**src/rtl/twos_to_signmag_serial.sv**
```systemverilog
// twos_to_signmag_serial
//   Bit-serial two's-complement to sign-magnitude decoder. A word is accepted in
//   IDLE, walked LSB first through SHIFT using the copy-until-first-1-then-invert
//   rule (no carry chain), and presented in DONE until the consumer takes it.
// Ports
//   clk, rst          rising-edge clock, asynchronous active-high reset
//   in_valid/in_ready input handshake; in_ready = IDLE and not in reset
//   in_data           two's-complement input word
//   out_valid         result valid (DONE state)
//   out_ready         consumer accepts the result
//   out_sign          1 = input was negative
//   out_mag           unsigned magnitude of the input
//   out_ovf           input was the most negative value
module twos_to_signmag_serial #(
  parameter int unsigned WIDTH = 8
) (
  input  logic             clk,
  input  logic             rst,
  input  logic             in_valid,
  output logic             in_ready,
  input  logic [WIDTH-1:0] in_data,
  output logic             out_valid,
  input  logic             out_ready,
  output logic             out_sign,
  output logic [WIDTH-1:0] out_mag,
  output logic             out_ovf
);

  localparam int unsigned     CW       = (WIDTH > 1) ? $clog2(WIDTH) : 1;
  localparam logic [CW-1:0]   LAST     = CW'(WIDTH - 1);
  localparam logic [WIDTH-1:0] MOST_NEG = {1'b1, {(WIDTH-1){1'b0}}};

  typedef enum logic [1:0] {
    IDLE  = 2'd0,
    SHIFT = 2'd1,
    DONE  = 2'd2
  } state_t;

  state_t            state;
  state_t            state_nxt;
  logic [CW-1:0]     cnt;
  logic [WIDTH-1:0]  shr;
  logic [WIDTH-1:0]  magsr;
  logic              sgn;
  logic              ovf;
  logic              seen_one;

  logic              accept;
  logic              last_bit;
  logic              obit;

  // Handshake flags derived straight from state.
  assign in_ready  = (state == IDLE) && !rst;
  assign out_valid = (state == DONE);
  assign accept    = in_valid && in_ready;
  assign last_bit  = (cnt == LAST);

  // Bits below and including the first 1 pass through; above it a negative word is inverted.
  assign obit = (sgn && seen_one) ? ~shr[0] : shr[0];

  // State register.
  always_ff @(posedge clk or posedge rst) begin
    if (rst) begin
      state <= IDLE;
    end else begin
      state <= state_nxt;
    end
  end

  // Next-state logic.
  always_comb begin
    state_nxt = state;
    unique case (state)
      IDLE:    if (accept) state_nxt = SHIFT;
      SHIFT:   if (last_bit) state_nxt = DONE;
      DONE:    if (out_ready) state_nxt = IDLE;
      default: state_nxt = IDLE;
    endcase
  end

  // Serial datapath and output registers.
  always_ff @(posedge clk or posedge rst) begin
    if (rst) begin
      cnt      <= '0;
      shr      <= '0;
      magsr    <= '0;
      sgn      <= 1'b0;
      ovf      <= 1'b0;
      seen_one <= 1'b0;
      out_sign <= 1'b0;
      out_mag  <= '0;
      out_ovf  <= 1'b0;
    end else begin
      unique case (state)
        IDLE: begin
          if (accept) begin
            shr      <= in_data;
            sgn      <= in_data[WIDTH-1];
            ovf      <= (in_data == MOST_NEG);
            cnt      <= '0;
            seen_one <= 1'b0;
          end
        end
        SHIFT: begin
          seen_one <= seen_one | shr[0];
          shr      <= shr >> 1;
          magsr    <= {obit, magsr[WIDTH-1:1]};
          if (last_bit) begin
            // Counter parks at zero so it never exceeds WIDTH-1.
            cnt      <= '0;
            out_mag  <= {obit, magsr[WIDTH-1:1]};
            out_sign <= sgn;
            out_ovf  <= ovf;
          end else begin
            cnt <= cnt + CW'(1);
          end
        end
        DONE: begin
        end
        default: begin
        end
      endcase
    end
  end

endmodule

```
**config.mk**
```make
export PLATFORM = sky130hd
export DESIGN_NAME = twos_to_signmag_serial
export DESIGN_NICKNAME = d
export VERILOG_FILES = /design/src/rtl/twos_to_signmag_serial.sv
export SDC_FILE = /design/constraint.sdc
export NUM_CORES = 1
export LEC_CHECK = 0
export BUFFER_PORTS_ARGS = -buffer_cell sky130_fd_sc_hd__buf_4
export CORE_ASPECT_RATIO = 0.9
export CORE_MARGIN = 4
export CORE_UTILIZATION = 49
export DETAILED_ROUTE_END_ITERATION = 7
export PLACE_DENSITY = 0.79
export SLEW_MARGIN = 15
export SYNTH_ARGS = -nofsm -noshare
export SYNTH_HDL_FRONTEND = slang
export SYNTH_SLANG_ARGS = --single-unit
export TNS_END_PERCENT = 20
```
**constraint.sdc**
```tcl
create_clock -name clk -period 1.6 [get_ports clk]
set_input_delay 0.16 -clock clk [delete_from_list [all_inputs] [get_ports clk]]
set_output_delay 0.16 -clock clk [all_outputs]
set_load 0.1 [all_outputs]
```
# Yosys cells after proc, flatten, opt, wreduce, memory -nomap -nowiden
# Cells that the tools add are included.
[word_totals]
output_inout_bits = 12
register_bits = 34
elab_cells = 42
input_bits = 12
[op_classes]
mux = 12
n_eq_ne = 7
addsub = 1
reduce_logical = 10
n_bitwise = 2
[op_table]
columns = ["operator", "count"]
rows = [
  ["case mux 8 bit (2 select lines)", 1],
  ["== test 8 bit (second input constant)", 1],
  ["2-to-1 mux 8 bit", 1],
  ["2-to-1 mux 2 bit", 3],
  ["2-to-1 mux 3 bit", 2],
  ["case mux 2 bit (3 select lines)", 1],
  ["case mux 3 bit (2 select lines)", 1],
  ["AND reduction 2 bit", 3],
  ["!= test 2 bit (second input constant)", 2],
  ["adder 3 x 1 -> 3 bit (second input constant)", 1],
  ["== test 3 bit (second input constant)", 1],
  ["logical AND 1 bit", 3],
  ["AND reduction 3 bit", 1],
  ["== test 2 x 1 -> 1 bit (second input constant)", 1],
  ["== test 2 bit (second input constant)", 1],
  ["logical NOT 2 bit", 1],
  ["2-to-1 mux 1 bit", 2],
  ["!= test 2 x 1 -> 1 bit (second input constant)", 1],
  ["case mux 1 bit (2 select lines)", 1],
  ["nonzero test 2 bit", 1],
  ["logical NOT 1 bit", 1],
  ["NOT 1 bit", 1],
  ["OR 1 bit", 1],
]

# Logic depth before layout (Yosys ltp)
# Gate-level depths: netlist of run 1.
[logic_depth]
word_depth = 5
mapped_depth = 6
ltp_nobuf = 5

# Least setup slack after synthesis of run 1
# OpenSTA, ideal clock, no wires.
[synth_path]
path_type = "register to output"
startpoint = "register state[1]"
endpoint = "output in_ready"
n_path_buf = 0
arrival_time_ps = 2496
path_stages_with_launch = 2
path_slack_ps = -1056
t_required_ps = 1440
cell_sequence = "dfrtp_1 > nor3_1"
[synth_via]
elab_chain_len = 2
[synth_rtl]
columns = ["element", "line_no", "rtl"]
rows = [
  ["start: declaration", "39", "state_t state;"],
  ["start signal: assignment", "66", "state <= state_nxt;"],
  ["logical NOT 2 bit", "53", "assign in_ready = (state == IDLE) && !rst;"],
  ["logical AND 1 bit", "53", ""],
  ["end: declaration", "20", "output logic in_ready,"],
]
# Every way passes these cells.

# Final worst setup path of run 1
[layout_path]
startpoint = "register state[1]"
endpoint = "register seen_one"
[layout_via]
elab_chain_len = 5
word_cells_on_any_way = 8
classes_between = "eq/ne (2); mux (1); reduce/logical (5)"
[layout_rtl]
columns = ["element", "line_no", "rtl"]
rows = [
  ["logical NOT 2 bit", "53, 94", ""],
  ["logical AND 1 bit", "53", ""],
  ["logical AND 1 bit", "55", "assign accept = in_valid && in_ready;"],
  ["!= test 2 bit (no source line)", "-", ""],
  ["AND reduction 2 bit (no source line)", "-", ""],
  ["end signal: assignment", "105", "seen_one <= seen_one | shr[0];"],
  ["end: declaration", "46", "logic seen_one;"],
]
# Several ways; a longest one is shown, not always the timed one.
# A chain may end at the register's enable or synchronous reset.

==> results.sh, run 1 <==
export IMPL_status="completed"
export IMPL_synthTopCellsByArea="dfrtp_1 (58%), mux2_2 (18%), nand2_1 (7.4%)"
export IMPL_clk_path_buf_depth=2
export IMPL_ir_drop_uv=911
export IMPL_synth_distinct_cells=24
export IMPL_drive_gt1_frac=0.421
export IMPL_final_cell_area_sq_um=1790
export IMPL_hp_class="input port to flip-flop"
export IMPL_start_util=0.512
export IMPL_drt_wl_total_um=2750
export IMPL_fillers=234
export IMPL_antenna_left=0
export IMPL_rsz0062_at_grt="yes"
export IMPL_grt_usage=0.163
export IMPL_grt_start_max_net_pins=34
export IMPL_die_area_sq_um=3820
export IMPL_io_buffers=23
export IMPL_worst_pin_slew_ns=0.405
export IMPL_drv_slew=0
export IMPL_numCtsBuffers=5
export IMPL_finClkSkew_ns=0.0117
export IMPL_syn_nets=132
export IMPL_endpoint="seen_one$_DFFE_PP0P_"
export IMPL_antenna_found_initial=0
export IMPL_placed_cell_area_sq_um=1690
export IMPL_fp_dieH_um=59.1
export IMPL_yosys_area_top_type_share=0.582
export IMPL_max_freq_ghz=0.636
export IMPL_setup_slack_ns=0.0267
export IMPL_yosysWarnings=0
export IMPL_dp_hpwl_um=2050
export IMPL_rows=18
export IMPL_place_gp_congestion=0.742
export IMPL_area_growth_pct=26.1
export IMPL_num_vias=939
export IMPL_cts_clk_slew_worst_paths_ns=0.10
export IMPL_routedWlPerCell_um=14.3
export IMPL_setup_viol=0
export IMPL_yosysTopAreaCell="dfrtp_1"
export IMPL_rrSetupSlack_ns=0.03
export IMPL_r2r_start="state[1]$_DFFE_PP0P_"
export IMPL_setup_worst_path_start_class="flip-flop"
export IMPL_detailedPlace_worstSlack_ns=0.0555
export IMPL_cp_required_ns=1.82
export IMPL_die_width_um=64.7
export IMPL_antenna_cells=0
export IMPL_fin_util=0.646
export IMPL_crit_type="flip-flop to flip-flop"
export IMPL_cts_sinks=33
export IMPL_yosysSeqAreaShare=0.582
export IMPL_syn_area_sq_um=1420
export IMPL_drc=0
export IMPL_worstSetupStartpoint="state[1]$_DFFE_PP0P_"
export IMPL_leakage_nw=0.909
export IMPL_fin_crit_ns=1.57
export IMPL_cp_arrival_ns=1.80
export IMPL_grt_pass1_wl_um=4480
export IMPL_coreArea_sq_um=2770
export IMPL_grt_ovfl_total=0
export IMPL_grt_pass1_vias=955
export IMPL_ios=24
export IMPL_max_cap_violations=0
export IMPL_p_per_area_nw_per_um2=2250
export IMPL_cp_max_fo=5
export IMPL_syn_instance_count=118
export IMPL_worstSetupEndpointType="flip-flop"
export IMPL_ys_ff_latch=33
export IMPL_dr_pass1_iters=4
export IMPL_htree_num_levels=2
export IMPL_syn_avg_cell_area_sq_um=12.0
export IMPL_max_slew_margin_rel=0.730
export IMPL_cts_tree="yes"
export IMPL_drt_iter0_markers=44
export IMPL_rr_endpoint="seen_one$_DFFE_PP0P_"
export IMPL_worst_r2r_cell_count=3
export IMPL_insertion_delay_ns=0.33
export IMPL_hold_start="out_ready"
export IMPL_finalNetCount=165
export IMPL_viasPerCell=4.89
export IMPL_post_cts_buffers=0
export IMPL_fin_crit_sh=0.983
export IMPL_root_buffer="clkbuf_4"
export IMPL_finalHoldViolations=0
## Yosys cell counts
cell / instances
dfrtp_1: 33
nand2_1: 28
mux2_2: 23
o21ai_0: 6
inv_1: 4
buf_2: 3
ha_1: 2
nand2b_1: 2
nand3_1: 2
a21oi_2: 1
a22o_1: 1
and2b_1: 1
buf_6: 1
clkbuf_1: 1
mux2_4: 1
mux2i_1: 1
nand3b_1: 1
nor2_1: 1
nor3_1: 1
nor4_1: 1
nor4b_1: 1
or3_1: 1
or4b_1: 1
xor2_1: 1
## cell usage in the layout, fill, tap and decap left out, drive strengths merged, types with 2 or more instances in the layout
cell type,n
ha,2
mux2,24
clkbuf,7
o21ai,6
nand2b,2
nand2,28
inv,4
nand3,2
buf,30
dfrtp,33
## sequential cells by signal, summed over array words and instances (netlist names)
signal and flops:
shr 8, ovf 1, sgn 1, magsr 7, seen_one 1, out_sign 1, out_ovf 1, state 2
cnt 3, out_mag 8
## worst max-delay path, cell delays in order (launching register included)
cell and delay [ns]:
dfrtp_1 0.41, or4b_1 0.67, buf_4 0.22, a22o_1 0.18
## what timing repair did
action                     4_1_cts  5_1_grt
gates resized for setup          0        2
hold buffers                     1        0
setup endpoints to repair        0        6
hold endpoints to repair        33        0
## report_power, final
group          total, mW  leakage, nW  internal, mW  switching (mW)
registers           1.39        0.418          1.17           0.216
logic               2.00        0.445         0.699            1.30
clock network      0.639       0.0455         0.373           0.266
## how the worst min path moves through the flow
stage                                      end  slack [ns]  depth (start not counted)
after global placement    state[0]$_DFFE_PP0P_        0.30                          3
after detailed placement  state[0]$_DFFE_PP0P_        0.32                          3
after CTS                 state[1]$_DFFE_PP0P_        0.01                          2
after global routing      state[1]$_DFFE_PP0P_       0.006                          2
final                     state[1]$_DFFE_PP0P_        0.03                          2
after floorplan           state[1]$_DFFE_PP0P_        0.27                          1
## through the flow
| step | cells | TNS (ns) | hold slack [ns] | total power, mW |
|---|---|---|---|---|
| floorplan | 118 | 0 | 0.268 | 2.91 |
| global placement | 183 | 0 | 0.295 | 3.30 |
| detailed placement | 183 | 0 | 0.321 | 3.41 |
| CTS | 192 | 0 | 0.0131 | 4.06 |
| global route | 192 | -0.00714 | 0.00594 | 4.26 |
| finish | 192 | 0 | 0.0288 | 4.03 |
## routing by layer
metal  vias up  part of all wire  global-route usage
li1        461                 -                   -
met1       447              0.44               0.205
met2        29              0.49               0.251
met3         2             0.061              0.0645
met4         0            0.0084              0.0723
met5         -                 0                   0
## layout make-up
class | count | area [sq um] | share of cell area
Sequential cell | 33 | 826 | 0.462
Multi-Input combinational cell | 76 | 562 | 0.314
Inverter | 4 | 15.0 | 0.00839
Clock inverter | 1 | 30.0 | 0.0168
Tap cell | 40 | 50.0 | 0.0280
Clock buffer | 7 | 55.1 | 0.0308
Timing Repair Buffer | 31 | 251 | 0.141
## logic make-up after synthesis
| family | after synthesis | share of synthesized area |
|---|---|---|
| AOI/OAI and AO/OA | 8 | 0.0335 |
| xor gates and xnor gates | 1 | 0.00617 |
| adders and majority gates | 2 | 0.0176 |
| buffers and inverters | 9 | 0.0317 |
| DFF | 33 | 0.582 |
| muxes | 25 | 0.200 |
| and+or+nand+nor | 40 | 0.129 |
No activity file was read; power rests on OpenSTA's default activity.
==> run 2, diff against run 1 <==
==> constraint.sdc (replaced) <==
create_clock -name clk -period 1.6 [get_ports clk]
set_input_delay 0.16 -clock clk [delete_from_list [all_inputs] [get_ports clk]]
set_output_delay 0.16 -clock clk [all_outputs]
set_load 0.01 [all_outputs]
==> run 2 against run 1 <==
Against the previous run: worst hold slack gained 0.0047 ns; critical path depth increased by 2; clock skew shrank 0.00071 ns; clock power fell by 29%; combinational power shrank 41%; die area unchanged; sequential share of layout area up 1.8 points; utilization is 2.4 points lower; count of clock-buffer cells in the layout decreased by 2; design area decreased by 3.7%; final cell count fell by 1.6%; critical path type is now input port to flip-flop; via count decreased by 2.2%; critical endpoint is now shr[6]$_DFFE_PP0P_; largest cell class unchanged.
==> results.sh, run 2 (synthesized netlist as in run 1, its figures left out) <==
export IMPL_coreArea_sq_um=2770
export IMPL_cts_tree="yes"
export IMPL_start_util=0.512
export IMPL_io_buffers=23
export IMPL_root_buffer="clkbuf_4"
export IMPL_grt_pass1_wl_um=4320
export IMPL_worst_pin_slew_ns=0.433
export IMPL_r2r_start="state[1]$_DFFE_PP0P_"
export IMPL_cts_sinks=33
export IMPL_drc=0
export IMPL_mostFrequentLayoutCells="dfrtp_1 (33), nand2_1 (28), buf_4 (26)"
export IMPL_viasPerCell=4.86
export IMPL_cts_clk_slew_worst_paths_ns=0.11
export IMPL_grt_usage=0.152
export IMPL_hold_ws_ns=0.0335
export IMPL_max_slew_margin_rel=0.712
export IMPL_grt_start_max_net_pins=34
export IMPL_finalNetCount=162
export IMPL_hold_start="out_ready"
export IMPL_critPathTopFamily="buffers and inverters"
export IMPL_dr_pass1_iters=4
export IMPL_max_stage_delay_ns=0.55
export IMPL_fp_dieH_um=59.1
export IMPL_post_cts_buffers=0
export IMPL_num_vias=918
export IMPL_antenna_found_initial=0
export IMPL_max_cap_violations=0
export IMPL_cp_max_fo=8
export IMPL_ios=24
export IMPL_power_mw=3.01
export IMPL_clk_path_buf_depth=2
export IMPL_crit_buf_inv=2
export IMPL_worstPathCellList="dlygate4sd3_1 > buf_4 > nand2b_1 > a21oi_2 > mux2_2"
export IMPL_drt_iter0_markers=20
export IMPL_fin_tns_setup_ns=0
export IMPL_setup_worst_path_start_class="input port"
export IMPL_routedWlPerCell_um=13.0
export IMPL_crit_type="input port to flip-flop"
export IMPL_grt_ovfl_total=0
export IMPL_antenna_cells=0
export IMPL_place_gp_congestion=0.720
export IMPL_max_freq_ghz=0.649
export IMPL_setup_viol=0
export IMPL_htree_num_levels=2
export IMPL_drv_slew=0
export IMPL_grt_pass1_vias=969
export IMPL_insertion_delay_ns=0.34
export IMPL_reg_largest_list="out_mag x8, shr x8, magsr x7"
export IMPL_rsz0062_at_grt="no"
export IMPL_drt_wl_total_um=2460
export IMPL_rows=18
export IMPL_die_area_sq_um=3820
export IMPL_area_growth_pct=21.4
export IMPL_status="completed"
export IMPL_numCtsBuffers=5
export IMPL_antenna_left=0
export IMPL_hp_class="input port to flip-flop"
export IMPL_leakage_nw=0.882
export IMPL_dp_hpwl_um=1710
export IMPL_die_width_um=64.7
export IMPL_drive_gt1_frac=0.409
export IMPL_ir_drop_uv=887
export IMPL_fillers=230
export IMPL_worstSetupEndpointType="flip-flop"
export IMPL_fin_crit_ns=1.54
export IMPL_worstSetupStartpoint="rst"
export IMPL_cp_required_ns=1.83
export IMPL_slowest_stage="dlygate4sd3_1"
export IMPL_finalHoldViolations=0
export IMPL_p_per_area_nw_per_um2=1750
export IMPL_fin_crit_sh=0.963
export IMPL_layout_commonest_cell="dfrtp_1"
export IMPL_cp_arrival_ns=1.77
export IMPL_fin_util=0.622
export IMPL_finClkSkew_ns=0.0110
==> run 2: area by class of cell <==
type                    instances  area (sq um)  share of cell area
flip-flops and latches         33           826               0.479
multi-input cells              76           552               0.320
repair buffers                 28           225               0.131
well taps                      40          50.0              0.0290
clock buffers                   5          37.5              0.0218
clock inverters                 3          17.5              0.0102
inverters                       4          15.0             0.00871
==> run 2: routing by layer <==
metal  GRT usage  routed length (um)  part of all wire  up-vias
met5           0                   0                 0        -
met4      0.0633                  54             0.022        0
met3      0.0512                 122             0.050        7
met2       0.238                1100              0.45       19
met1       0.196                1180              0.48      434
li1            -                   -                 -      458
==> run 2: what timing repair did <==
action                                  in CTS  in global routing
hold buffers                                 1                  0
resized for setup                            0                  1
endpoints found under the setup margin       0                  2
endpoints found under the hold margin       33                  0
==> run 2: per-stage QoR <==
step           instance area [sq um]  cells  setup slack, ns
2_1_floorplan                   1420    118           0.0648
3_5_place_dp                    1650    180           0.0444
4_1_cts                         1720    189           0.0104
6_report                        1720    189           0.0588
5_1_grt                         1720    189         0.000940
3_3_place_gp                    1650    180           0.0598
==> run 2: final timing paths <==
kind | depth (start not counted) | slack [ns] | endpoint
worst min register to register | 2 | 0.49 | magsr[1]$_DFFE_PP0P_
min in group asynchronous | 4 | 0.48 | out_mag[6]$_DFFE_PP0P_
worst min-delay path | 2 | 0.03 | state[1]$_DFFE_PP0P_
max in group asynchronous | 4 | 0.82 | shr[3]$_DFFE_PP0P_
worst max-delay path | 5 | 0.06 | shr[6]$_DFFE_PP0P_
worst max register to register | 3 | 0.07 | shr[2]$_DFFE_PP0P_
==> run 2: report_power, final <==
| group | leakage [nW] | internal, mW | switching [mW] |
|---|---|---|---|
| combinational | 0.433 | 0.646 | 0.545 |
| clock | 0.0310 | 0.165 | 0.287 |
| sequential | 0.418 | 1.17 | 0.196 |
